--- config.mk ---
export PLATFORM = sky130hd
export DESIGN_NAME = rv_mem_arbiter
export DESIGN_NICKNAME = d
export VERILOG_FILES = /design/src/rtl/rv_mem_arbiter_pkg.sv /design/src/rtl/rv_arb_timeout.sv /design/src/rtl/rv_mem_arbiter.sv
export SDC_FILE = /design/constraint.sdc
export NUM_CORES = 1
export LEC_CHECK = 0
export BUFFER_PORTS_ARGS = -buffer_cell sky130_fd_sc_hd__buf_2
export CORE_MARGIN = 10
export CORE_UTILIZATION = 50
export DETAILED_ROUTE_END_ITERATION = 10
export PLACE_DENSITY_LB_ADDON = 0.15
export SYNTH_ARGS = -nofsm -noshare
export SYNTH_HDL_FRONTEND = slang
export SYNTH_SLANG_ARGS = --single-unit
--- constraint.sdc ---
create_clock -name clk_i -period 9.65 [get_ports clk_i]
set_input_delay 0.965 -clock clk_i [delete_from_list [all_inputs] [get_ports clk_i]]
set_output_delay 0.965 -clock clk_i [all_outputs]
set_load 0.01 [all_outputs]
--- src/rtl/rv_mem_arbiter_pkg.sv ---
// Shared definitions for the RV memory-bus arbiter: FSM encodings, bus request
// payload and default timeout settings.
package rv_defs;

   localparam int unsigned RV_XLEN                 = 32;
   localparam int unsigned RV_SEL_W                = 4;
   localparam int unsigned RV_ARB_TIMEOUT_DEFAULT  = 255;
   localparam int unsigned RV_ARB_TO_WIDTH_DEFAULT = 8;

   typedef enum logic [1:0] {
      RV_ARB_IDLE   = 2'd0,
      RV_ARB_IFETCH = 2'd1,
      RV_ARB_DACC   = 2'd2
   } rv_arb_state_e;

   typedef struct packed {
      logic                  we;
      logic [RV_SEL_W-1:0]   sel;
      logic [RV_XLEN-1:0]    addr;
      logic [RV_XLEN-1:0]    wdata;
   } rv_mem_req_t;

   // Instruction fetches are full-word reads.
   function automatic rv_mem_req_t rv_fetch_req(input logic [RV_XLEN-1:0] addr);
      rv_mem_req_t r;
      r.we    = 1'b0;
      r.sel   = '1;
      r.addr  = addr;
      r.wdata = '0;
      return r;
   endfunction

endpackage

--- src/rtl/rv_arb_timeout.sv ---
// Load/count/expire down-counter bounding how long a bus master waits for ack.
// A load value of zero never expires.
module rv_arb_timeout #(
   parameter int unsigned TO_WIDTH = 8
) (
   input  logic                clk_i,
   input  logic                rst_i,
   input  logic                load,
   input  logic [TO_WIDTH-1:0] load_val,
   input  logic                count,
   output logic                expired_c
);

   logic [TO_WIDTH-1:0] cnt_q;

   always_ff @(posedge clk_i or posedge rst_i) begin
      if (rst_i) begin
         cnt_q <= '0;
      end else if (load) begin
         cnt_q <= load_val;
      end else if (count && (cnt_q != '0)) begin
         cnt_q <= cnt_q - TO_WIDTH'(1);
      end
   end

   // Expires on the cycle that would consume the last remaining count.
   assign expired_c = count && (cnt_q == TO_WIDTH'(1));

endmodule

--- src/rtl/rv_mem_arbiter.sv ---
// Shares one request/acknowledge memory bus between instruction fetch and data
// access, with data priority, one-shot fetch fairness and an access timeout.
module rv_mem_arbiter
   import rv_defs::*;
#(
   parameter int unsigned TIMEOUT_CYCLES = RV_ARB_TIMEOUT_DEFAULT,
   parameter int unsigned TO_WIDTH       = RV_ARB_TO_WIDTH_DEFAULT
) (
   input  logic                 clk_i,
   input  logic                 rst_i,
   input  logic [RV_XLEN-1:0]   im_addr_i,
   output logic [RV_XLEN-1:0]   im_data_o,
   output logic                 im_valid_o,
   input  logic [RV_XLEN-1:0]   dm_addr_i,
   input  logic [RV_XLEN-1:0]   dm_data_s_i,
   input  logic [RV_SEL_W-1:0]  dm_data_select_i,
   input  logic                 dm_load_i,
   input  logic                 dm_store_i,
   output logic                 dm_ready_o,
   output logic [RV_XLEN-1:0]   dm_data_l_o,
   output logic                 dm_load_done_o,
   output logic                 dm_store_done_o,
   output logic [RV_XLEN-1:0]   mem_addr_o,
   output logic [RV_XLEN-1:0]   mem_wdata_o,
   output logic [RV_SEL_W-1:0]  mem_sel_o,
   output logic                 mem_we_o,
   output logic                 mem_req_o,
   input  logic                 mem_ack_i,
   input  logic [RV_XLEN-1:0]   mem_rdata_i,
   output logic                 bus_err_o,
   output logic                 proto_err_o
);

   rv_arb_state_e       state_q;
   logic                fair_q;
   logic [RV_XLEN-1:0]  fetch_addr_q;
   logic                pend_q;
   rv_mem_req_t         pend_req_q;

   logic                capture_c;
   logic                proto_viol_c;
   logic                wait_c;
   logic                expired_c;
   logic                done_c;
   logic                dacc_done_c;
   logic                pick_dacc_c;
   logic [RV_XLEN-1:0]  rdata_c;
   rv_mem_req_t         issue_c;

   assign capture_c    = (dm_load_i | dm_store_i) & dm_ready_o;
   assign proto_viol_c = (dm_load_i & dm_store_i) | ((dm_load_i | dm_store_i) & ~dm_ready_o);
   assign wait_c       = mem_req_o & ~mem_ack_i;
   assign done_c       = mem_req_o & (mem_ack_i | expired_c);
   assign dacc_done_c  = done_c & (state_q == RV_ARB_DACC);
   // An aborted access completes with all-zero read data.
   assign rdata_c      = mem_ack_i ? mem_rdata_i : '0;
   assign pick_dacc_c  = pend_q & ~fair_q;
   assign issue_c      = pick_dacc_c ? pend_req_q : rv_fetch_req(im_addr_i);

   rv_arb_timeout #(
      .TO_WIDTH (TO_WIDTH)
   ) u_timeout (
      .clk_i     (clk_i),
      .rst_i     (rst_i),
      .load      (state_q == RV_ARB_IDLE),
      .load_val  (TO_WIDTH'(TIMEOUT_CYCLES)),
      .count     (wait_c),
      .expired_c (expired_c)
   );

   // Data-port capture; a simultaneous load and store resolves to the store.
   always_ff @(posedge clk_i or posedge rst_i) begin
      if (rst_i) begin
         pend_q      <= 1'b0;
         pend_req_q  <= '0;
         dm_ready_o  <= 1'b0;
         proto_err_o <= 1'b0;
      end else begin
         dm_ready_o <= ~(pend_q | capture_c);
         if (proto_viol_c) begin
            proto_err_o <= 1'b1;
         end
         if (capture_c) begin
            pend_q           <= 1'b1;
            pend_req_q.we    <= dm_store_i;
            pend_req_q.sel   <= dm_data_select_i;
            pend_req_q.addr  <= dm_addr_i;
            pend_req_q.wdata <= dm_data_s_i;
         end else if (dacc_done_c) begin
            pend_q <= 1'b0;
         end
      end
   end

   // Access sequencer with registered bus and completion outputs.
   always_ff @(posedge clk_i or posedge rst_i) begin
      if (rst_i) begin
         state_q         <= RV_ARB_IDLE;
         fair_q          <= 1'b0;
         fetch_addr_q    <= '0;
         mem_req_o       <= 1'b0;
         mem_we_o        <= 1'b0;
         mem_sel_o       <= '0;
         mem_addr_o      <= '0;
         mem_wdata_o     <= '0;
         im_data_o       <= '0;
         im_valid_o      <= 1'b0;
         dm_data_l_o     <= '0;
         dm_load_done_o  <= 1'b0;
         dm_store_done_o <= 1'b0;
         bus_err_o       <= 1'b0;
      end else begin
         im_valid_o      <= 1'b0;
         dm_load_done_o  <= 1'b0;
         dm_store_done_o <= 1'b0;
         if (expired_c) begin
            bus_err_o <= 1'b1;
         end
         case (state_q)
            RV_ARB_IDLE: begin
               mem_req_o   <= 1'b1;
               mem_we_o    <= issue_c.we;
               mem_sel_o   <= issue_c.sel;
               mem_addr_o  <= issue_c.addr;
               mem_wdata_o <= issue_c.wdata;
               if (pick_dacc_c) begin
                  state_q <= RV_ARB_DACC;
               end else begin
                  state_q      <= RV_ARB_IFETCH;
                  fetch_addr_q <= im_addr_i;
               end
            end
            RV_ARB_IFETCH: begin
               if (done_c) begin
                  mem_req_o <= 1'b0;
                  state_q   <= RV_ARB_IDLE;
                  fair_q    <= 1'b0;
                  // A redirected fetch is dropped silently.
                  if (im_addr_i == fetch_addr_q) begin
                     im_data_o  <= rdata_c;
                     im_valid_o <= 1'b1;
                  end
               end
            end
            RV_ARB_DACC: begin
               if (done_c) begin
                  mem_req_o <= 1'b0;
                  state_q   <= RV_ARB_IDLE;
                  fair_q    <= 1'b1;
                  if (mem_we_o) begin
                     dm_store_done_o <= 1'b1;
                  end else begin
                     dm_data_l_o    <= rdata_c;
                     dm_load_done_o <= 1'b1;
                  end
               end
            end
            default: begin
               state_q   <= RV_ARB_IDLE;
               mem_req_o <= 1'b0;
            end
         endcase
      end
   end

endmodule

[Word level (Yosys, flattened, before mapping)]
Index checks and enable logic that the tools add are counted.
Word-level totals
  output and inout port bits: 140
  register bits: 253
  input bits: 137
  logic and storage cells: 81
Operators by class
  reduce and logical (&&, ||, !) cells: 12
  eq/ne operators: 7
  bitwise operators: 17
  add/subtract/negate cells: 1
  mux-type cells: 22
Operator list (number)
  $mux 69: 1
  $eq 32x32->1: 1
  $mux 32: 1
  $mux 8: 2
  $mux 1: 13
  $reduce_and 3->1: 3
  $eq 8x1->1 const B: 1
  $reduce_bool 8->1: 1
  $sub 8x1->8 const B: 1
  $and 1x1->1: 7
  $not 1->1: 6
  $reduce_bool 2->1: 3
  $mux 2: 2
  $ne 2x2->1 const B: 2
  $or 1x1->1: 4
  $pmux 1 s2: 2
  $pmux 2 s2: 1
  $eq 2x1->1 const B: 1
  $eq 2x2->1 const B: 1
  $logic_and 1x1->1: 2
  $logic_not 2->1: 1
  $ne 2x1->1 const B: 1
  $reduce_and 2->1: 1
  $reduce_or 2->1: 1

[Longest topological paths before layout]
Gate-level depths: netlist of the first run.
  depth in word-level cells: 8
  depth in mapped cells: 8
  mapped depth without buffers: 7

[By module]
From an unflattened synthesis of the first run, not the netlist that was laid out.
Unflattened totals
  cells, all modules: 917
  area, all modules: 10628.9 um^2
Modules (own cells, without submodules)
  rv_mem_arbiter: cells an instance 845, instances 1, area an instance 10014.6 um^2, sequential area each 6130.9 um^2
  rv_arb_timeout: cells an instance 72, instances 1, area an instance 614.3 um^2, sequential area each 200.2 um^2

[Worst setup path after synthesis of the first run]
OpenSTA, ideal clock, no wires.
  kind: input -> register
  from: input port im_addr_i[22]
  to: register im_data_o[10]
  stages on the path: 6
  path slack: 7169 ps
  setup time: 125 ps
  arrival: 2357 ps
  data required time: 9525 ps
  path buffers: 1
  cell sequence: xor2_1 > nor4_1 > nand4_1 > nor3_4 > buf_6 > mux2_2
Between the ends
  word-level cells in the longest chain between the ends: 2
RTL lines
  from (decl): RTL line rv_mem_arbiter.sv:11  | input logic [RV_XLEN-1:0] im_addr_i,
  $eq 32x32->1: RTL line rv_mem_arbiter.sv:139  | if (im_addr_i == fetch_addr_q) begin
  $reduce_and 3->1 (no source line)
  to (signal assigned): RTL line rv_mem_arbiter.sv:140  | im_data_o <= rdata_c;
  to (decl): RTL line rv_mem_arbiter.sv:12  | output logic [RV_XLEN-1:0] im_data_o,
Every way passes these cells.
A chain may end at the register's enable or synchronous reset.

[Worst setup path after layout of the first run]
  from: register u_timeout.cnt_q[3]
  to: register dm_data_l_o[21]
Between the ends
  word-level cells in the longest chain between the ends: 5
RTL lines
  from (decl): RTL line rv_arb_timeout.sv:14  | logic [TO_WIDTH-1:0] cnt_q;
  from (signal assigned): RTL line rv_arb_timeout.sv:20  | cnt_q <= load_val;
  from (signal assigned): RTL line rv_arb_timeout.sv:22  | cnt_q <= cnt_q - TO_WIDTH'(1);
  $eq 8x1->1: RTL line rv_arb_timeout.sv:27  | assign expired_c = count && (cnt_q == TO_WIDTH'(1));
  $logic_and 1x1->1: RTL line rv_arb_timeout.sv:27
  $or 1x1->1: RTL line rv_mem_arbiter.sv:53  | assign done_c = mem_req_o & (mem_ack_i | expired_c);
  $and 1x1->1: RTL line rv_mem_arbiter.sv:53
  $reduce_and 3->1 (no source line)
  to (signal assigned): RTL line rv_mem_arbiter.sv:153  | dm_data_l_o <= rdata_c;
  to (decl): RTL line rv_mem_arbiter.sv:20  | output logic [RV_XLEN-1:0] dm_data_l_o,
Every way passes these cells.

==> impl_metrics.ini, run 1 <==
[status]
run_status = complete, no violations

[clock_network]
cts-resized-gates = 0
clk_path_buf_depth = 3
total_number_of_clock_tree_sinks = 253
clk-insertion-delay-late_ns = 0.51
ctsHtreeMaxLevel = 1
cts-buffers-inserted = 26
cts_hold_buf = 0
clk_pin_slew_ns = 0.06
tritoncts = built
cts.repair_timing.setup_buffer_count = 0
clock_tree.root_cell = sky130_fd_sc_hd__clkbuf_16

[die]
floorplan.die_area_um2 = 27200
die_h_um = 165
ios = 277
fp.coreArea_um2 = 20400
die_x_um = 165
floorplan.initialDensity_pct = 51.3
fp-row-count = 52

[finish]
finish.instance_area_um2 = 13000
final_net_count = 1258
layout_common_cells = sky130_fd_sc_hd__buf_2, sky130_fd_sc_hd__dfrtp_1, sky130_fd_sc_hd__mux2_2
drive_gt1_share_pct = 43.8
layout_commonest_cell = sky130_fd_sc_hd__buf_2
num-fill-cells = 1634
flow.area_growth_from_synthesis_pct = 24.1

[timing]
skew_ns = 0.00771
min_period_ns = 2.90
finalHoldViolCount = 0
rsz0062_at_grt = false
finalHoldWorstSlack_ns = 0.467
number_of_setup_violations_in_the_final_report = 0
fmax_mhz = 345
timing.final.max_slew_violations = 0
setup-tns-final_ns = 0
timing.final.crit_share_pct = 30.1
maxSlewHeadroom_pct = 30.8
worst_slew_pin_slew_ns = 1.04

[routing]
vias_per_cell = 5.08
drt_first_iter_violations = 395
drt-wirelength-per-cell_um = 18.2
routed_wirelength_um = 25600
drt-pass1-iter-count = 4
count_of_vias_placed_by_the_detailed_router = 7142
postRouteAntennaNets = 0
drc = 0

[critical_path]
worst_r2r_startpoint = u_timeout.cnt_q[3]
setup.worst_path.class = register to register
worst-path-max-fanout = 33
timing.critical_path.arrival_ns = 3.29
critPathCaptureType = register
crit_path_start_kind = register
critPathRequiredTime_ns = 10.04
worst_setup_path_startpoint = u_timeout.cnt_q[3]

[logic_synthesis]
syn-mean-instance-area_um2 = 12.3
synth_top_flop_cell = sky130_fd_sc_hd__dfrtp_1
post_synth_inst_count = 850
synth-seq-area-share_pct = 60.4
synth-edff-count = 0
postSynthNetCount = 993
synth-warning-count = 0
async_flop_share_pct = 100
synthesis.area_um2 = 10500
synth_cell_types = 35
ys_ff_latch = 253

[grt]
globalRouteTotalUtil_pct = 18.1
wire_length_of_the_first_global_routing_pass_um = 40000
number_of_antenna_violations_at_the_first_check_in_global_routing = 4
grt-ovfl-total = 0
first_global_vias = 7473
grt_start_max_net_pins = 119

[place]
place_hpwl_um = 17900
place_area_um2 = 12100
finalWeightedCongestion = 0.805
io_buffers = 276

[power_and_ir_drop]
vdd_drop_max_v = 0.000163
cellLeakagePower_uw = 0.00646
power_density_nw_per_um2 = 320

[worst_hold_path]
min_from = proto_err_o
min_path_type = register to register

[flow_run]
max-cap-violations = 0
-- registers in the layout, indices dropped and copies added (netlist names) --
register,flops
pend_q,1
bus_err_o,1
proto_err_o,1
mem_sel_o,4
mem_we_o,1
dm_store_done_o,1
im_valid_o,1
im_data_o,32
mem_wdata_o,32
fetch_addr_q,32
dm_ready_o,1
pend_req_q,69
dm_data_l_o,32
state_q,2
fair_q,1
mem_addr_o,32
mem_req_o,1
dm_load_done_o,1
u_timeout.cnt_q,8
-- report_power, final --
group	leakage (uW)	internal, uW	switching, uW
Combinational	0.00291	648	763
Clock	0.000451	644	401
Sequential	0.00310	1480	223
Total	0.00646	2780	1390
-- path summary, 6_finish.rpt --
check	endpoint	slack (ns)	cells past startpoint
max reg2reg	dm_data_l_o[21]	6.75	4
min in group asynchronous	dm_data_l_o[13]	0.60	2
max	dm_data_l_o[21]	6.75	4
max in group asynchronous	mem_addr_o[28]	7.56	3
min reg2reg	proto_err_o	0.47	1
min	proto_err_o	0.47	1
-- per-layer routing --
| layer | vias to the layer above | global-route usage [%] | share of wire [%] | routed length [um] |
|---|---|---|---|---|
| li1 | 3411 | - | - | - |
| met1 | 3486 | 22.7 | 42 | 10700 |
| met2 | 208 | 30.4 | 48 | 12400 |
| met3 | 31 | 5.68 | 8.8 | 2260 |
| met4 | 6 | 3.34 | 1.2 | 312 |
| met5 | - | 0 | 0.14 | 35 |
-- cell usage after synthesis (3+ instances only) --
cell	n	area share (%)
sky130_fd_sc_hd__mux2_1	4	0.43
sky130_fd_sc_hd__xor2_1	36	3.0
sky130_fd_sc_hd__clkbuf_1	36	1.3
sky130_fd_sc_hd__ha_1	6	0.72
sky130_fd_sc_hd__inv_1	41	1.5
sky130_fd_sc_hd__and2_1	32	1.9
sky130_fd_sc_hd__nor4_1	10	0.60
sky130_fd_sc_hd__dfrtp_1	253	60
sky130_fd_sc_hd__buf_6	3	0.32
sky130_fd_sc_hd__mux2_2	161	17
sky130_fd_sc_hd__nand2_1	75	2.7
sky130_fd_sc_hd__nor2_1	46	1.6
sky130_fd_sc_hd__nor2b_1	3	0.18
sky130_fd_sc_hd__nand2b_1	8	0.48
sky130_fd_sc_hd__nand3_1	39	1.9
sky130_fd_sc_hd__a31oi_1	32	1.9
sky130_fd_sc_hd__o21ai_0	35	1.7
sky130_fd_sc_hd__a21oi_1	5	0.24
sky130_fd_sc_hd__buf_1	7	0.25
-- cells by family (layout without fill, tap and decap cells) --
logic type               Yosys count  after routing  synth area share, %
adder cells (fa/ha/maj)            7              7                0.812
multiplexers                     165            165                 17.7
flip-flops                       253            253                 60.4
buffers and inverters             87            371                 3.33
AO/OA/AOI/OAI                     79             79                 4.57
AND/OR/NAND/NOR                  221            221                 10.0
XOR/XNOR                          38             38                 3.17
other                              0              1                    0
-- area by class of cell --
class | instances | area, um2 | share of cell area, %
inverters | 41 | 161 | 1.24
clock inverters | 8 | 115 | 0.884
repair buffers | 283 | 1430 | 11.0
multi-input cells | 510 | 3840 | 29.5
flip-flops and latches | 253 | 6330 | 48.6
well taps | 270 | 338 | 2.60
diodes | 1 | 2.50 | 0.0192
clock buffers | 39 | 791 | 6.08
-- through the flow --
| step | cells | utilization (%) | total power [uW] | setup slack (ns) |
|---|---|---|---|---|
| after detailed placement | 1357 | 59.3 | 3160 | 6.42 |
| after global routing | 1404 | 63.7 | 4440 | 6.58 |
| after global placement | 1357 | 59.3 | 3110 | 6.46 |
| final | 1405 | 63.7 | 4160 | 6.75 |
| after floorplan | 850 | - | 2670 | 1.73 |
| after CTS | 1404 | 63.7 | 4220 | 6.71 |
-- critical path, cell delays in order, from the launching register on --
cell and delay [ns]:
sky130_fd_sc_hd__dfrtp_1 0.42, sky130_fd_sc_hd__or4_4 0.59, sky130_fd_sc_hd__o41ai_4 0.42, sky130_fd_sc_hd__nand3_2 0.77
sky130_fd_sc_hd__mux2_2 0.56
(Power assumes the default switching activity.)
==> inputs of run 2 (changes only) <==
--- a/config.mk
+++ b/config.mk
@@ -7,7 +7,7 @@
 export LEC_CHECK = 0
 export BUFFER_PORTS_ARGS = -buffer_cell sky130_fd_sc_hd__buf_2
 export CORE_MARGIN = 10
-export CORE_UTILIZATION = 50
+export CORE_UTILIZATION = 48
 export DETAILED_ROUTE_END_ITERATION = 10
 export PLACE_DENSITY_LB_ADDON = 0.15
 export SYNTH_ARGS = -nofsm -noshare
==> constraint.sdc (replaced) <==
create_clock -name clk_i -period 2.6 [get_ports clk_i]
set_input_delay 0.26 -clock clk_i [delete_from_list [all_inputs] [get_ports clk_i]]
set_output_delay 0.26 -clock clk_i [all_outputs]
set_load 0.01 [all_outputs]
==> run 2 against run 1 <==
  * Critical path type unchanged
  * Setup slack got worse by 6.6 ns
  * Core utilization rose by 0.13 points
  * Cell count rose by 6.5%
  * Count of clock-buffer cells in the layout did not move
  * Total power rose to 3.7 times the previous value
  * First-iteration DRC count rose by 20%
==> impl_metrics.ini, run 2 (synthesis gave the netlist of run 1 again) <==
[timing]
worst_slew_pin_slew_ns = 0.591
fmax_mhz = 413
min_period_ns = 2.42
number_of_setup_violations_in_the_final_report = 0
finalHoldViolCount = 0
skew_ns = 0.0112
timing.final.max_slew_violations = 0
timing.final.crit_share_pct = 93.2
maxSlewHeadroom_pct = 60.1
layout_setup_ws_ns = 0.176
rsz0062_at_grt = false

[grt]
globalRouteTotalUtil_pct = 18.4
grt_start_max_net_pins = 150
grt-ovfl-total = 0
first_global_vias = 7989
wire_length_of_the_first_global_routing_pass_um = 43100
number_of_antenna_violations_at_the_first_check_in_global_routing = 1

[die]
die_h_um = 168
ios = 277
die_x_um = 168
fp-row-count = 54
fp.coreArea_um2 = 21700
floorplan.die_area_um2 = 28200
floorplan.initialDensity_pct = 48.3

[finish]
flow.area_growth_from_synthesis_pct = 32.1
largest_register = pend_req_q
layout_common_cells = sky130_fd_sc_hd__buf_2, sky130_fd_sc_hd__dfrtp_1, sky130_fd_sc_hd__mux2_2
final_net_count = 1339
finalCoreUtilization_pct = 63.8
finish.instance_area_um2 = 13800
num-fill-cells = 1733
layout_commonest_cell = sky130_fd_sc_hd__buf_2
drive_gt1_share_pct = 41.6
largest_register_ff_count = 69

[clock_network]
tritoncts = built
cts.repair_timing.setup_buffer_count = 0
total_number_of_clock_tree_sinks = 253
clk-insertion-delay-late_ns = 0.52
ctsHtreeMaxLevel = 1
clk_path_buf_depth = 3
clk_pin_slew_ns = 0.06
clock_tree.root_cell = sky130_fd_sc_hd__clkbuf_16
cts-buffers-inserted = 27

[power_and_ir_drop]
power_density_nw_per_um2 = 1120
vdd_drop_max_v = 0.000622
sw_frac_of_total_pct = 33.8
p_seq_share_pct = 40.8
cellLeakagePower_uw = 0.00680
part_of_the_total_power_dissipated_in_the_clock_network_pct = 24.3
intPower_uw = 10300
pwr-share-comb_pct = 34.9
total_switching_power_uw = 5240

[place]
place_hpwl_um = 17800
place_area_um2 = 12200
place_ws_ns = 0.179
io_buffers = 276
finalWeightedCongestion = 0.742

[critical_path]
worst_setup_path_startpoint = u_timeout.cnt_q[3]
critPathCaptureType = register
timing.critical_path.arrival_ns = 2.82
critPathRequiredTime_ns = 3.00
setup.worst_path.class = register to register
worst_r2r_startpoint = u_timeout.cnt_q[3]
reg_to_reg_slack_setup_ns = 0.18
crit_path_start_kind = register
reg2reg_depth = 6
worst-path-max-fanout = 33
r2r_end = im_data_o[8]
timing.critical_path.to = im_data_o[8]

[worst_hold_path]
min_path_type = input port to register
min_from = im_addr_i[14]

[routing]
postRouteAntennaNets = 0
drc = 0
drt_first_iter_violations = 475
drt-wirelength-per-cell_um = 17.7
drt-pass1-iter-count = 4
count_of_vias_placed_by_the_detailed_router = 7465
vias_per_cell = 4.99
routed_wirelength_um = 26500

[status]
run_status = complete, no violations

[flow_run]
max-cap-violations = 0
run 2: power by group through the flow:
| stage | logic, uW | clock network (uW) | registers, uW |
|---|---|---|---|
| final | 5410 | 3760 | 6330 |
| after global routing | 6040 | 4030 | 6520 |
| after CTS | 5510 | 3870 | 6330 |
| after detailed placement | 5410 | 0 | 6380 |
| after global placement | 5280 | 0 | 6330 |
| after floorplan | 3350 | 0 | 6550 |
run 2: layout make-up:
cell class                 count  area, um2  share of cell area (%)
sequential                   253       6330                    45.7
multi-input combinational    510       3840                    27.7
clock buffer                  39        801                    5.78
antenna                        1       2.50                  0.0181
inverter                      41        158                    1.14
timing repair buffer         363       2280                    16.5
tap                          280        350                    2.53
clock inverter                10       83.8                   0.605
run 2: how the worst min path moves through the flow:
stage                       end  slack, ns  cells after the start
6_report         mem_addr_o[14]       0.02                      3
5_1_grt        fetch_addr_q[11]       0.02                      2
4_1_cts          mem_addr_o[21]      0.002                      3
3_5_place_dp     pend_req_q[58]       0.29                      2
3_3_place_gp     pend_req_q[58]       0.30                      2
2_1_floorplan    pend_req_q[68]       0.37                      2
run 2: stage by stage:
step	power [uW]	hold slack (ns)	TNS, ns	std cells
2_1_floorplan	9900	0.365	-250.38	850
3_3_place_gp	11600	0.295	0	1374
3_5_place_dp	11800	0.293	0	1374
4_1_cts	15700	0.00212	0	1496
5_1_grt	16600	0.0162	0	1497
6_report	15500	0.0236	0	1497
run 2: per-layer routing:
layer	vias to the layer above	global-route usage, %	routed length [um]
met5	-	0	0
met4	0	4.84	514
met3	36	5.26	2030
met2	219	30.4	13000
met1	3633	23.2	10900
li1	3577	-	-
run 2: worst max-delay path, stage by stage, from the launching register on:
cell and delay, ns:
sky130_fd_sc_hd__dfrtp_1 0.41, sky130_fd_sc_hd__or4_4 0.58, sky130_fd_sc_hd__o41ai_4 0.34, sky130_fd_sc_hd__nand2_2 0.13, sky130_fd_sc_hd__nor3_4 0.23, sky130_fd_sc_hd__buf_12 0.24
sky130_fd_sc_hd__mux2_2 0.36
run 2: what timing repair did:
| action | in CTS | in global routing |
|---|---|---|
| gates resized for setup | 0 | 0 |
| hold buffers | 73 | 0 |
| endpoints found under the hold margin | 84 | 0 |
